<file path="src/rtl/ring_contactor_sequencer.sv">
`default_nettype none
// ============================================================================
// Module   : ring_contactor_sequencer
// Purpose  : Changes the eight ring contactors (bit 0 = A .. bit 7 = H) one at
//            a time toward the requested state. Opens go before closes, and a
//            close is refused while it would complete a forbidden ring loop.
//            After each command the block waits for matching feedback, with a
//            timeout, then settles. Any stuck or unexpected contactor latches a
//            fault that opens everything until it is acknowledged.
// Ports    : i_Clk        clock, rising edge
//            i_Rst        synchronous active-high reset
//            i_Req[7:0]   requested state, 1 = closed
//            i_Fb[7:0]    auxiliary feedback, 1 = closed (already synchronised)
//            i_FaultClr   single-cycle fault acknowledge
//            o_Cmd[7:0]   close commands to the drivers
//            o_Busy       high whenever not idle
//            o_Blocked    pending closes refused by the interlock
//            o_Fault      latched fault
//            o_FaultIdx   contactor that caused the fault
// Revision : 1.0  initial release
// ============================================================================
module ring_contactor_sequencer #(
  parameter int P_TIMEOUT = 1000,
  parameter int P_SETTLE  = 4
) (
  input  logic       i_Clk,
  input  logic       i_Rst,
  input  logic [7:0] i_Req,
  input  logic [7:0] i_Fb,
  input  logic       i_FaultClr,
  output logic [7:0] o_Cmd,
  output logic       o_Busy,
  output logic [7:0] o_Blocked,
  output logic       o_Fault,
  output logic [2:0] o_FaultIdx
);

  // One counter serves both the feedback timeout and the settle delay.
  localparam int TMR_W = $clog2(P_TIMEOUT + 1);
  localparam int SET_W = $clog2(P_SETTLE + 1);
  localparam int CNT_W = (TMR_W > SET_W) ? TMR_W : SET_W;
  localparam logic [CNT_W-1:0] C_TMO_LAST = CNT_W'(P_TIMEOUT - 1);
  localparam logic [CNT_W-1:0] C_SET_LAST = CNT_W'(P_SETTLE - 1);
  localparam logic [CNT_W-1:0] C_CNT_MAX  = '1;
  localparam logic [CNT_W-1:0] C_CNT_ONE  = CNT_W'(1);

  // Forbidden loop sets, seven masks packed side by side.
  localparam int N_FORBID = 7;
  localparam logic [8*N_FORBID-1:0] C_FORBID =
    {8'hE6, 8'hDA, 8'hB9, 8'hB1, 8'hC6, 8'hAD, 8'hC1};

  typedef enum logic [1:0] {
    ST_IDLE    = 2'd0,
    ST_WAIT_FB = 2'd1,
    ST_SETTLE  = 2'd2,
    ST_FAULT   = 2'd3
  } state_t;

  state_t           state_q, state_d;
  logic [7:0]       cmd_q, cmd_d;
  logic [2:0]       ptr_q, ptr_d;
  logic [CNT_W-1:0] cnt_q, cnt_d;
  logic [7:0]       blocked_q, blocked_d;
  logic             fault_q, fault_d;
  logic [2:0]       fault_idx_q, fault_idx_d;

  logic [7:0] legal;
  logic [7:0] pend;
  logic [7:0] mism;
  logic [3:0] open_pick;
  logic [3:0] close_pick;
  logic [3:0] pick;

  // Round-robin search starting one past the pointer; returns {found, index}.
  function automatic logic [3:0] rr_pick(input logic [7:0] cand, input logic [2:0] ptr);
    logic       found;
    logic [2:0] idx;
    found = 1'b0;
    idx   = 3'd0;
    for (int i = 1; i <= 8; i++) begin
      logic [2:0] j;
      j = ptr + 3'(i);
      if (!found && cand[j]) begin
        found = 1'b1;
        idx   = j;
      end
    end
    return {found, idx};
  endfunction

  function automatic logic [2:0] lowest_set(input logic [7:0] v);
    logic [2:0] r;
    r = 3'd0;
    for (int i = 7; i >= 0; i--) begin
      if (v[i]) r = 3'(i);
    end
    return r;
  endfunction

  // A close of k is legal if, with k added to everything already commanded or
  // reporting closed, no forbidden set is fully closed.
  always_comb begin
    logic [7:0] base;
    logic [7:0] m;
    legal = '1;
    base  = '0;
    m     = '0;
    for (int k = 0; k < 8; k++) begin
      base = cmd_q | i_Fb | (8'h01 << k);
      for (int f = 0; f < N_FORBID; f++) begin
        m = C_FORBID[f*8 +: 8];
        if ((base & m) == m) legal[k] = 1'b0;
      end
    end
  end

  assign pend       = i_Req ^ cmd_q;
  assign mism       = i_Fb ^ cmd_q;
  assign open_pick  = rr_pick(pend & cmd_q, ptr_q);
  assign close_pick = rr_pick(pend & ~cmd_q & legal, ptr_q);
  // Any pending open wins over every close, regardless of pointer position.
  assign pick       = open_pick[3] ? open_pick : close_pick;

  always_comb begin
    state_d     = state_q;
    cmd_d       = cmd_q;
    ptr_d       = ptr_q;
    cnt_d       = cnt_q;
    blocked_d   = blocked_q;
    fault_d     = fault_q;
    fault_idx_d = fault_idx_q;

    case (state_q)
      ST_IDLE: begin
        blocked_d = pend & ~cmd_q & ~legal;
        if (mism != 8'h00) begin
          state_d     = ST_FAULT;
          fault_d     = 1'b1;
          fault_idx_d = lowest_set(mism);
        end else if (pick[3]) begin
          cmd_d   = cmd_q ^ (8'h01 << pick[2:0]);
          ptr_d   = pick[2:0];
          cnt_d   = '0;
          state_d = ST_WAIT_FB;
        end
      end

      // ptr_q holds the contactor being changed.
      ST_WAIT_FB: begin
        if (i_Fb[ptr_q] == cmd_q[ptr_q]) begin
          state_d = ST_SETTLE;
          cnt_d   = '0;
        end else if (cnt_q == C_TMO_LAST) begin
          state_d     = ST_FAULT;
          fault_d     = 1'b1;
          fault_idx_d = ptr_q;
        end else if (cnt_q != C_CNT_MAX) begin
          cnt_d = cnt_q + C_CNT_ONE;
        end
      end

      ST_SETTLE: begin
        if (mism != 8'h00) begin
          state_d     = ST_FAULT;
          fault_d     = 1'b1;
          fault_idx_d = lowest_set(mism);
        end else if (cnt_q >= C_SET_LAST) begin
          state_d = ST_IDLE;
        end else begin
          cnt_d = cnt_q + C_CNT_ONE;
        end
      end

      ST_FAULT: begin
        // Commands drop one cycle after entry since cmd_q changes on this edge.
        cmd_d     = 8'h00;
        blocked_d = 8'h00;
        fault_d   = 1'b1;
        if (i_FaultClr && (i_Fb == 8'h00)) begin
          state_d = ST_IDLE;
          fault_d = 1'b0;
        end
      end

      default: begin
        state_d = ST_IDLE;
      end
    endcase
  end

  always_ff @(posedge i_Clk) begin
    if (i_Rst) begin
      state_q     <= ST_IDLE;
      cmd_q       <= 8'h00;
      ptr_q       <= 3'd7;
      cnt_q       <= '0;
      blocked_q   <= 8'h00;
      fault_q     <= 1'b0;
      fault_idx_q <= 3'd0;
    end else begin
      state_q     <= state_d;
      cmd_q       <= cmd_d;
      ptr_q       <= ptr_d;
      cnt_q       <= cnt_d;
      blocked_q   <= blocked_d;
      fault_q     <= fault_d;
      fault_idx_q <= fault_idx_d;
    end
  end

  assign o_Cmd      = cmd_q;
  assign o_Busy     = (state_q != ST_IDLE);
  assign o_Blocked  = blocked_q;
  assign o_Fault    = fault_q;
  assign o_FaultIdx = fault_idx_q;

endmodule
`default_nettype wire

</file>
<file path="config.mk">
export PLATFORM = sky130hd
export DESIGN_NAME = ring_contactor_sequencer
export DESIGN_NICKNAME = d
export VERILOG_FILES = /design/src/rtl/ring_contactor_sequencer.sv
export SDC_FILE = /design/constraint.sdc
export NUM_CORES = 1
export LEC_CHECK = 0
export BUFFER_PORTS_ARGS = -buffer_cell sky130_fd_sc_hd__buf_2
export CAP_MARGIN = 40
export CORE_MARGIN = 1.5
export CORE_UTILIZATION = 62
export DETAILED_ROUTE_END_ITERATION = 16
export HOLD_SLACK_MARGIN = 0.05
export PLACE_DENSITY_LB_ADDON = 0.25
export SETUP_SLACK_MARGIN = 0.2
export SYNTH_ARGS = -nofsm -noshare
export SYNTH_HDL_FRONTEND = slang
export SYNTH_SLANG_ARGS = --single-unit
</file>
<file path="constraint.sdc">
create_clock -name i_Clk -period 5.8 [get_ports i_Clk]
set_clock_uncertainty 0.2 [all_clocks]
set_input_delay 1.16 -clock i_Clk [delete_from_list [all_inputs] [get_ports i_Clk]]
set_output_delay 1.16 -clock i_Clk [all_outputs]
set_load 0.005 [all_outputs]
</file>
Yosys cells after proc, flatten, opt, wreduce, memory -nomap -nowiden
Index checks and enable logic that the tools add are counted.
- RAM bits: 0
- memories: 0
- bits of input ports: 19
- ROM bits: 0
- flip-flop bits (word level): 35
- latch bits: 0
- logic and storage cells: 288
- equality and inequality tests: 54
- add/sub/neg operators: 8
- muxes and demuxes: 155
- divide/modulo/power cells: 0
- $mul: 0
- bitwise gates (word level): 11
- $lt $le $gt $ge: 9
- shift operators: 1
- reductions and logical operators: 43
- operators with widths (cell ; count):
    1-bit two-way mux ; 87
    3-bit two-way mux ; 27
    4-bit equality test, second input constant ; 19
    10-bit two-way mux ; 7
    1-bit binary-select mux with 3-bit select ; 18
    8-bit AND ; 4
    3-bit by 4-bit < comparator with 1-bit output, second input constant ; 8
    8-bit case mux with 2 select lines ; 2
    10-bit case mux with 3 select lines ; 1
    3-bit equality test, second input constant ; 9
    8-bit XOR ; 3
    5-bit equality test, second input constant ; 4
    8-bit two-way mux ; 2
    8-bit NOT ; 2
    1-bit logical AND ; 15
    3-bit inequality test, second input constant ; 5
    1-bit zero test ; 14
    2-bit two-way mux ; 7
    2-bit inequality test, second input constant ; 7
    3-bit adder, second input constant ; 4
    10-bit by 1-bit adder with 10-bit output, second input constant ; 1
    10-bit equality test, second input constant ; 1
    2-bit equality test, second input constant ; 5
    10-bit by 2-bit >= comparator with 1-bit output, second input constant ; 1
    other kinds (22) ; 28

Longest topological paths before layout
Gate-level depths: netlist (run 1).
- depth in word-level cells: 40
- mapped depth: 18
- mapped depth without buffers: 13

Least setup slack after synthesis (run 1)
OpenSTA, ideal clock, no wires.
- path type: input -> register
- start point: input i_Fb[2]
- end point: register cmd_q[1] (netlist: o_Cmd[1])
- arrival time: 4.511 ns
- setup time: 0.143 ns
- stages on the path: 16
- setup slack: 0.947 ns
- path buffers: 3
- path through: inv_1 > ha_1 > buf_6 > or4_4 > buf_6 > o311ai_4 > nor2_4 > o2111a_1 > or2_4 > or4_4 > buf_6 > o311ai_2 > a31oi_1 > a211o_1 > o311ai_1 > o41ai_1
- longest elaborated chain between the ends: 39
- elaborated cells on any way between the ends: 111
- those cells by class: eq/ne: 15; shift: 1; mux: 75; bitwise: 4; reduce/logical: 16
- ends and longest elaborated chain (what ; line ; RTL):
    start: declaration ; 29 ; input logic [7:0] i_Fb,
    8-bit OR ; 109 ; base = cmd_q | i_Fb | (8'h01 << k);
    5-bit equality test / 4-bit equality test (equally long branches) ; 112 ; if ((base & m) == m) legal[k] = 1'b0;
    1-bit two-way mux (6 in series) ; 112 ;
    8-bit AND ; 120 ; assign close_pick = rr_pick(pend & ~cmd_q & legal, ptr_q);
    1-bit binary-select mux with 3-bit select ; 83 ; if (!found && cand[j]) begin
    1-bit two-way mux (implied by the code) ; 83 ;
    1-bit two-way mux ; 83 ;
    1-bit zero test ; 83 ;
    (+18 left out) ; -- ;
    1-bit logical AND ; 83 ;
    3-bit two-way mux ; 83 ;
    4-bit two-way mux ; 122 ; assign pick = open_pick[3] ? open_pick : close_pick;
    1-bit by 3-bit left shift with 8-bit output ; 141 ; cmd_d = cmd_q ^ (8'h01 << pick[2:0]);
    8-bit XOR ; 141 ;
    8-bit two-way mux ; 140 ; end else if (pick[3]) begin
    8-bit two-way mux ; 136 ; if (mism != 8'h00) begin
    8-bit case mux with 2 select lines ; 133 ; case (state_q)
    end signal: assignment ; 202 ; cmd_q <= cmd_d;
    end: declaration ; 60 ; logic [7:0] cmd_q, cmd_d;
Parallel ways exist; a longest one is shown, timed or not. The select of a mux whose other input is x is not followed.
A chain may end at the register's enable or synchronous reset.

Worst setup path in the final report (run 1)
- start point: input i_Fb[7]
- end point: register cmd_q[3] (netlist: o_Cmd[3])
- longest elaborated chain between the ends: 40
- elaborated cells on any way between the ends: 129
- those cells by class: eq/ne: 30; shift: 1; mux: 78; bitwise: 4; reduce/logical: 16
- ends and longest elaborated chain (what ; line):
    8-bit OR ; --
    3-bit equality test / 2-bit equality test (equally long branches) ; 112
    1-bit two-way mux (7 in series) ; 112
    8-bit AND ; 120
    1-bit binary-select mux with 3-bit select ; 83
    1-bit two-way mux (implied by the code) ; 83
    1-bit two-way mux ; 83
    1-bit zero test ; 83
    (+18 left out) ; --
    1-bit logical AND ; 83
    3-bit two-way mux ; 83
    4-bit two-way mux ; 122
    1-bit by 3-bit left shift with 8-bit output ; 141
    8-bit XOR ; 141
    8-bit two-way mux ; 140
    8-bit two-way mux ; 136
    8-bit case mux with 2 select lines ; 133
Parallel ways exist; a longest one is shown, timed or not. The select of a mux whose other input is x is not followed.

==> out/summary.txt, run 1 <==
synthesis-to-layout area growth -> 7.52%
post-synth net total -> 643
type of element capturing the critical path -> register
Yosys warnings -> 0
final wirelength -> 14600 um
crit start category -> input port
routed len/inst -> 20.1 um
Hold-fix buffers, CTS -> 0
largest net degree at the start of global routing -> 46
Final Hold Viols -> 0
WHS -> 0.266 ns
Worst Setup Path Type -> input port to register
Netlist cell types -> 84
Final nets -> 660
status -> completed
Top FF cell, synth -> dfxtp_1
setup TNS -> 0 ns
Longest Clk Path Bufs -> 2
pwr dens -> 352 nW/um2
top-count cell post-synth -> nor2_1
Buf/Inv on CP -> 2
CTS clk-pin slew, worst paths -> 0.07 ns
unrepaired setup endpoints after global routing -> false
FF-to-FF path depth -> 12
Post-synth top cells -> nor2_1, nand2_1, a21oi_1, dfxtp_1, o21ai_0
GPL Wtd Cong -> 0.963
Clk Latency, worst-skew pair -> 0.30 ns
CTS Buf Count -> 5
die area -> 7850 um2
H-Tree Depth -> 2
all-layer global routing usage -> 37.7%
worst reg2reg setup slack -> 0.65 ns
Setup violations, final -> 0
Setup WS pre-CTS -> 0.262 ns
crit-path most repeated cell -> a22oi_1
synthesized area -> 4540 um2
grt total ovfl -> 0
io pins -> 40
Hold EP -> o_Blocked[6]
sequential element share of the synthesized area -> 15.4%
die span in y -> 88.6 um
Slew @ Worst Pin -> 0.853 ns
Max-slew headroom -> 43.1%
via count -> 5191
VDD IR max -> 0.336 mV
hold path cells -> 2
initial antenna violation count -> 0
Mapped Cells -> 608
worst reg2reg startpoint -> ptr_q[0]
number of vias per cell -> 7.16
# DRC -> 0
starting density of the core -> 63.3%
Worst Path Arrival -> 5.18 ns
syn_area_per_cell -> 7.47 um2
hpwl dp -> 10800 um
Final Critical Period -> 5.23 ns
cells along the critical path -> buf_2 -> inv_1 -> ha_1 -> nor3_1 -> a22oi_1 -> nand3_1 -> o21bai_1 -> a221oi_2 -> a22oi_1 -> a211oi_1 -> o31ai_1 -> o2111ai_1 -> o311ai_1 -> o41ai_1
TritonRoute pass-1 iters -> 8
Leak -> 1.88 nW
CP Max Fanout -> 15
number of port buffers -> 39
core area -> 7180 um2
EDFF count, synth -> 0
Fmax -> 191 MHz
crit path setup slack, layout -> 0.566 ns
reg2reg end -> o_Cmd[3]
hold path start -> o_Blocked[6]
post-synth top area cell -> dfxtp_1
Yosys reg bits -> 35
CP max stage delay -> 0.69 ns
post-CTS setup buffer count -> 0
CTS tree -> done
crit-path leading delay family -> compound AO/OA/AOI/OAI gates
max cap viols -> 0
largest cells by area after synthesis -> dfxtp_1, mux4_2, a21oi_1
Hold Crit Class -> register to register
Root Driver -> clkbuf_8
first-pass GRT wire length -> 23000 um
post-route ant nets -> 0
Tcrit/Tclk final -> 90.2%
Slew Limit Fails -> 0
Slowest cell on crit path -> a22oi_1
worst endpoint required time -> 5.74 ns
layout cells sized above 1 -> 16.8%
top-area cell type share of the netlist area -> 15.4%
vias in the first global route -> 4568
CTS Sinks -> 35
ant diodes -> 0
share of flip-flops with an asynchronous set or reset -> 0%
fillers -> 605
# rows -> 31
die width -> 88.6 um
DR iter-0 viols -> 487
## layer usage
metal  part of all wire [%]  global-route usage, %  vias up
li1                       -                      -     2394
met1                     40                   50.2     2417
met2                     47                   60.6      326
met3                    8.8                   4.57       54
met4                    4.0                   18.3        0
met5                      0                      0        -
## worst max path at each step
| stage | startpoint | to | cells past startpoint | slack (ns) |
|---|---|---|---|---|
| global route | i_Fb[4] | o_Cmd[3] | 14 | 0.23 |
| global placement | i_Fb[7] | o_Cmd[3] | 14 | 0.34 |
| floorplan | i_Fb[2] | o_Cmd[1] | 16 | 0.95 |
| finish | i_Fb[7] | o_Cmd[3] | 14 | 0.57 |
| detailed placement | i_Fb[7] | o_Cmd[1] | 14 | 0.26 |
| CTS | i_Fb[7] | o_Cmd[1] | 14 | 0.56 |
## state kept, by name, indices dropped and copies added, names as in the netlist
register,cells
o_Blocked,8
cnt_q,10
o_Cmd,8
state_q,2
ptr_q,3
o_Fault,1
o_FaultIdx,3
## per-stage QoR
step,cells,power [mW],util [%],instance area (um2)
after CTS,725,1.68,67.9,4870
final,725,1.72,68.1,4880
after detailed placement,717,1.45,66.3,4760
after global routing,725,1.84,68.1,4880
after global placement,717,1.43,66.3,4760
after floorplan,608,1.16,-,4540
## cells by family after synthesis
logic type | share of synthesized area, %
AND/OR/NAND/NOR | 25.6
adder cells (fa/ha/maj) | 4.41
buffers and inverters | 7.22
XOR/XNOR | 0.964
AO/OA/AOI/OAI | 35.3
flip-flops | 15.4
multiplexers | 11.0
## tightest hold or removal path, delay by kind of cell (launching register included)
kind | cells | cell delay [ns]
DFF | 1 | 0.31
and+or+nand+nor | 1 | 0.06
AOI/OAI and AO/OA | 1 | 0.05
## cell type report
class	instances	area [um2]	area share (%)
multi-input combinational	499	3530	72.2
sequential	35	702	14.4
timing repair buffer	52	293	5.99
tap	99	124	2.54
inverter	32	123	2.51
clock buffer	6	82.6	1.69
clock inverter	2	35.0	0.717
## repair_timing
action                                 CTS  global route
endpoints found under the hold margin    0             0
gates resized for setup                  0             2
setup endpoints to repair                0             3
## placed cells by master (no fill, tap or decap), drive strengths merged, types with 17 or more instances in the layout
cell / count
buf: 52
nand2: 49
o211ai: 18
nor2: 55
dfxtp: 35
inv: 30
nor3: 25
a21oi: 45
a211oi: 17
o21ai: 36
## power by group
part | internal, mW | switching, mW
registers | 0.284 | 0.0452
clock network | 0.139 | 0.0926
logic | 0.421 | 0.738
total | 0.844 | 0.876
(Power assumes the default switching activity.)
==> run 2: changes to the inputs <==
--- a/config.mk
+++ b/config.mk
@@ -11,7 +11,7 @@
 export CORE_UTILIZATION = 62
 export DETAILED_ROUTE_END_ITERATION = 16
 export HOLD_SLACK_MARGIN = 0.05
-export PLACE_DENSITY_LB_ADDON = 0.25
+export PLACE_DENSITY = 0.83
 export SETUP_SLACK_MARGIN = 0.2
 export SYNTH_ARGS = -nofsm -noshare
 export SYNTH_HDL_FRONTEND = slang
==> out/summary.txt, run 2 (synthesis results as in run 1) <==
status -> completed
Tcrit/Tclk final -> 90.9%
Final Critical Period -> 5.27 ns
initial antenna violation count -> 0
hold path cells -> 2
die span in y -> 88.6 um
hold path start -> o_Blocked[6]
logic gate share of total power -> 67.4%
Final Hold Viols -> 0
Worst Setup Path Type -> input port to register
CTS Buf Count -> 5
number of port buffers -> 39
Reg with most FFs -> cnt_q
CTS tree -> done
Placed Cells incl. Taps -> 716
Internal -> 0.843 mW
starting density of the core -> 63.3%
FF-to-FF path depth -> 12
WHS -> 0.262 ns
Leak -> 1.87 nW
Fmax -> 190 MHz
Sw Pwr -> 0.863 mW
unrepaired setup endpoints after global routing -> false
ant diodes -> 0
pwr dens -> 350 nW/um2
DR iter-0 viols -> 377
Hold EP -> o_Blocked[6]
largest net degree at the start of global routing -> 29
Slew @ Worst Pin -> 0.779 ns
Hold-fix buffers, CTS -> 0
Setup violations, final -> 0
crit path setup slack, layout -> 0.529 ns
setup TNS -> 0 ns
grt total ovfl -> 0
reg2reg end -> o_Cmd[7]
commonest non-fill, non-tap cell in the layout -> nor2_1
H-Tree Depth -> 2
# rows -> 31
CTS Sinks -> 35
layout cells sized above 1 -> 16.6%
# DRC -> 0
TritonRoute pass-1 iters -> 5
Clk Latency, worst-skew pair -> 0.29 ns
cell area after layout -> 4880 um2
vias in the first global route -> 4573
max FFs per register -> 10
GPL Wtd Cong -> 0.986
die width -> 88.6 um
post-CTS setup buffer count -> 0
Root Driver -> clkbuf_8
core area -> 7180 um2
max cap viols -> 0
worst endpoint required time -> 5.77 ns
io pins -> 40
Setup WS pre-CTS -> 0.351 ns
Max-slew headroom -> 48.0%
synthesis-to-layout area growth -> 7.35%
CP Max Fanout -> 15
type of element capturing the critical path -> register
worst reg2reg setup slack -> 0.53 ns
Final nets -> 659
VDD IR max -> 0.369 mV
number of vias per cell -> 7.02
most frequent cells in the layout -> nor2_1, nand2_1, a21oi_1
Slew Limit Fails -> 0
sequential power share -> 19.2%
Switching Fraction -> 50.6%
hpwl dp -> 10700 um
worst reg2reg startpoint -> ptr_q[0]
die area -> 7850 um2
via count -> 5083
Post-DP Area -> 4750 um2
routed len/inst -> 19.6 um
crit start category -> input port
all-layer global routing usage -> 36.1%
overall power -> 1.71 mW
clock network power share -> 13.4%
CTS clk-pin slew, worst paths -> 0.07 ns
Core Util, Final -> 68.0%
Worst Path Arrival -> 5.24 ns
Hold Crit Class -> register to register
final wirelength -> 14200 um
post-route ant nets -> 0
Final Non-Filler Cells -> 724
first-pass GRT wire length -> 22200 um
Longest Clk Path Bufs -> 2
==> run 2: cell types whose count changed in the layout (fill, tap and decap cells not counted) <==
cell	previous run	this run
clkinvlp_4	0	1
a2111oi_0	2	1
a211oi_1	16	17
a211oi_2	1	0
a2111oi_1	0	1
buf_4	13	12
clkinv_1	2	1
==> run 2: critical path: stages <==
cell and delay, ns:
buf_2 0.12, inv_1 0.05, ha_1 0.36, or4_4 0.65, o311a_2 0.18, and3_1 0.18, a211oi_1 0.44, nand2_1 0.15
or4_4 0.50, o31ai_4 0.43, nand2_2 0.15, a21oi_2 0.45, nand2_1 0.10, o41ai_1 0.30
==> run 2: area by class of cell <==
cell class                 instances  area, um2
clock inverter                     2       35.0
fill                             620       2300
clock buffer                       6       82.6
inverter                          32        126
tap                               99        124
sequential                        35        702
timing repair buffer              51        285
multi-input combinational        499       3520
==> run 2: layer usage <==
| layer | vias up | global-route usage (%) | share of wire, % |
|---|---|---|---|
| met5 | - | 0 | 0 |
| met2 | 271 | 59.4 | 47 |
| met4 | 0 | 17.6 | 4.2 |
| li1 | 2391 | - | - |
| met3 | 49 | 3.82 | 7.9 |
| met1 | 2372 | 47.4 | 41 |
==> run 2: worst max-delay path by stage <==
stage,start,slack [ns],to,cells past startpoint
after global placement,i_Fb[4],0.44,o_Cmd[1],14
final,i_Fb[7],0.53,o_Cmd[7],14
after floorplan,i_Fb[2],0.95,o_Cmd[1],16
after CTS,i_Fb[4],0.56,o_Cmd[7],14
after detailed placement,i_Fb[4],0.35,o_Cmd[1],14
after global routing,ptr_q[0],0.27,o_Cmd[3],12
==> run 2: timing repair <==
| item | 4_1_cts | 5_1_grt |
|---|---|---|
| resized for setup | 0 | 3 |
| hold endpoints to repair | 0 | 0 |
| setup endpoints to repair | 0 | 7 |
==> run 2: power by group through the flow <==
stage          Combinational, mW  Sequential (mW)  Clock (mW)
2_1_floorplan              0.837            0.324           0
3_3_place_gp                1.10            0.329           0
3_5_place_dp                1.11            0.332           0
4_1_cts                     1.12            0.327       0.232
5_1_grt                     1.26            0.333       0.240
6_report                    1.15            0.328       0.228
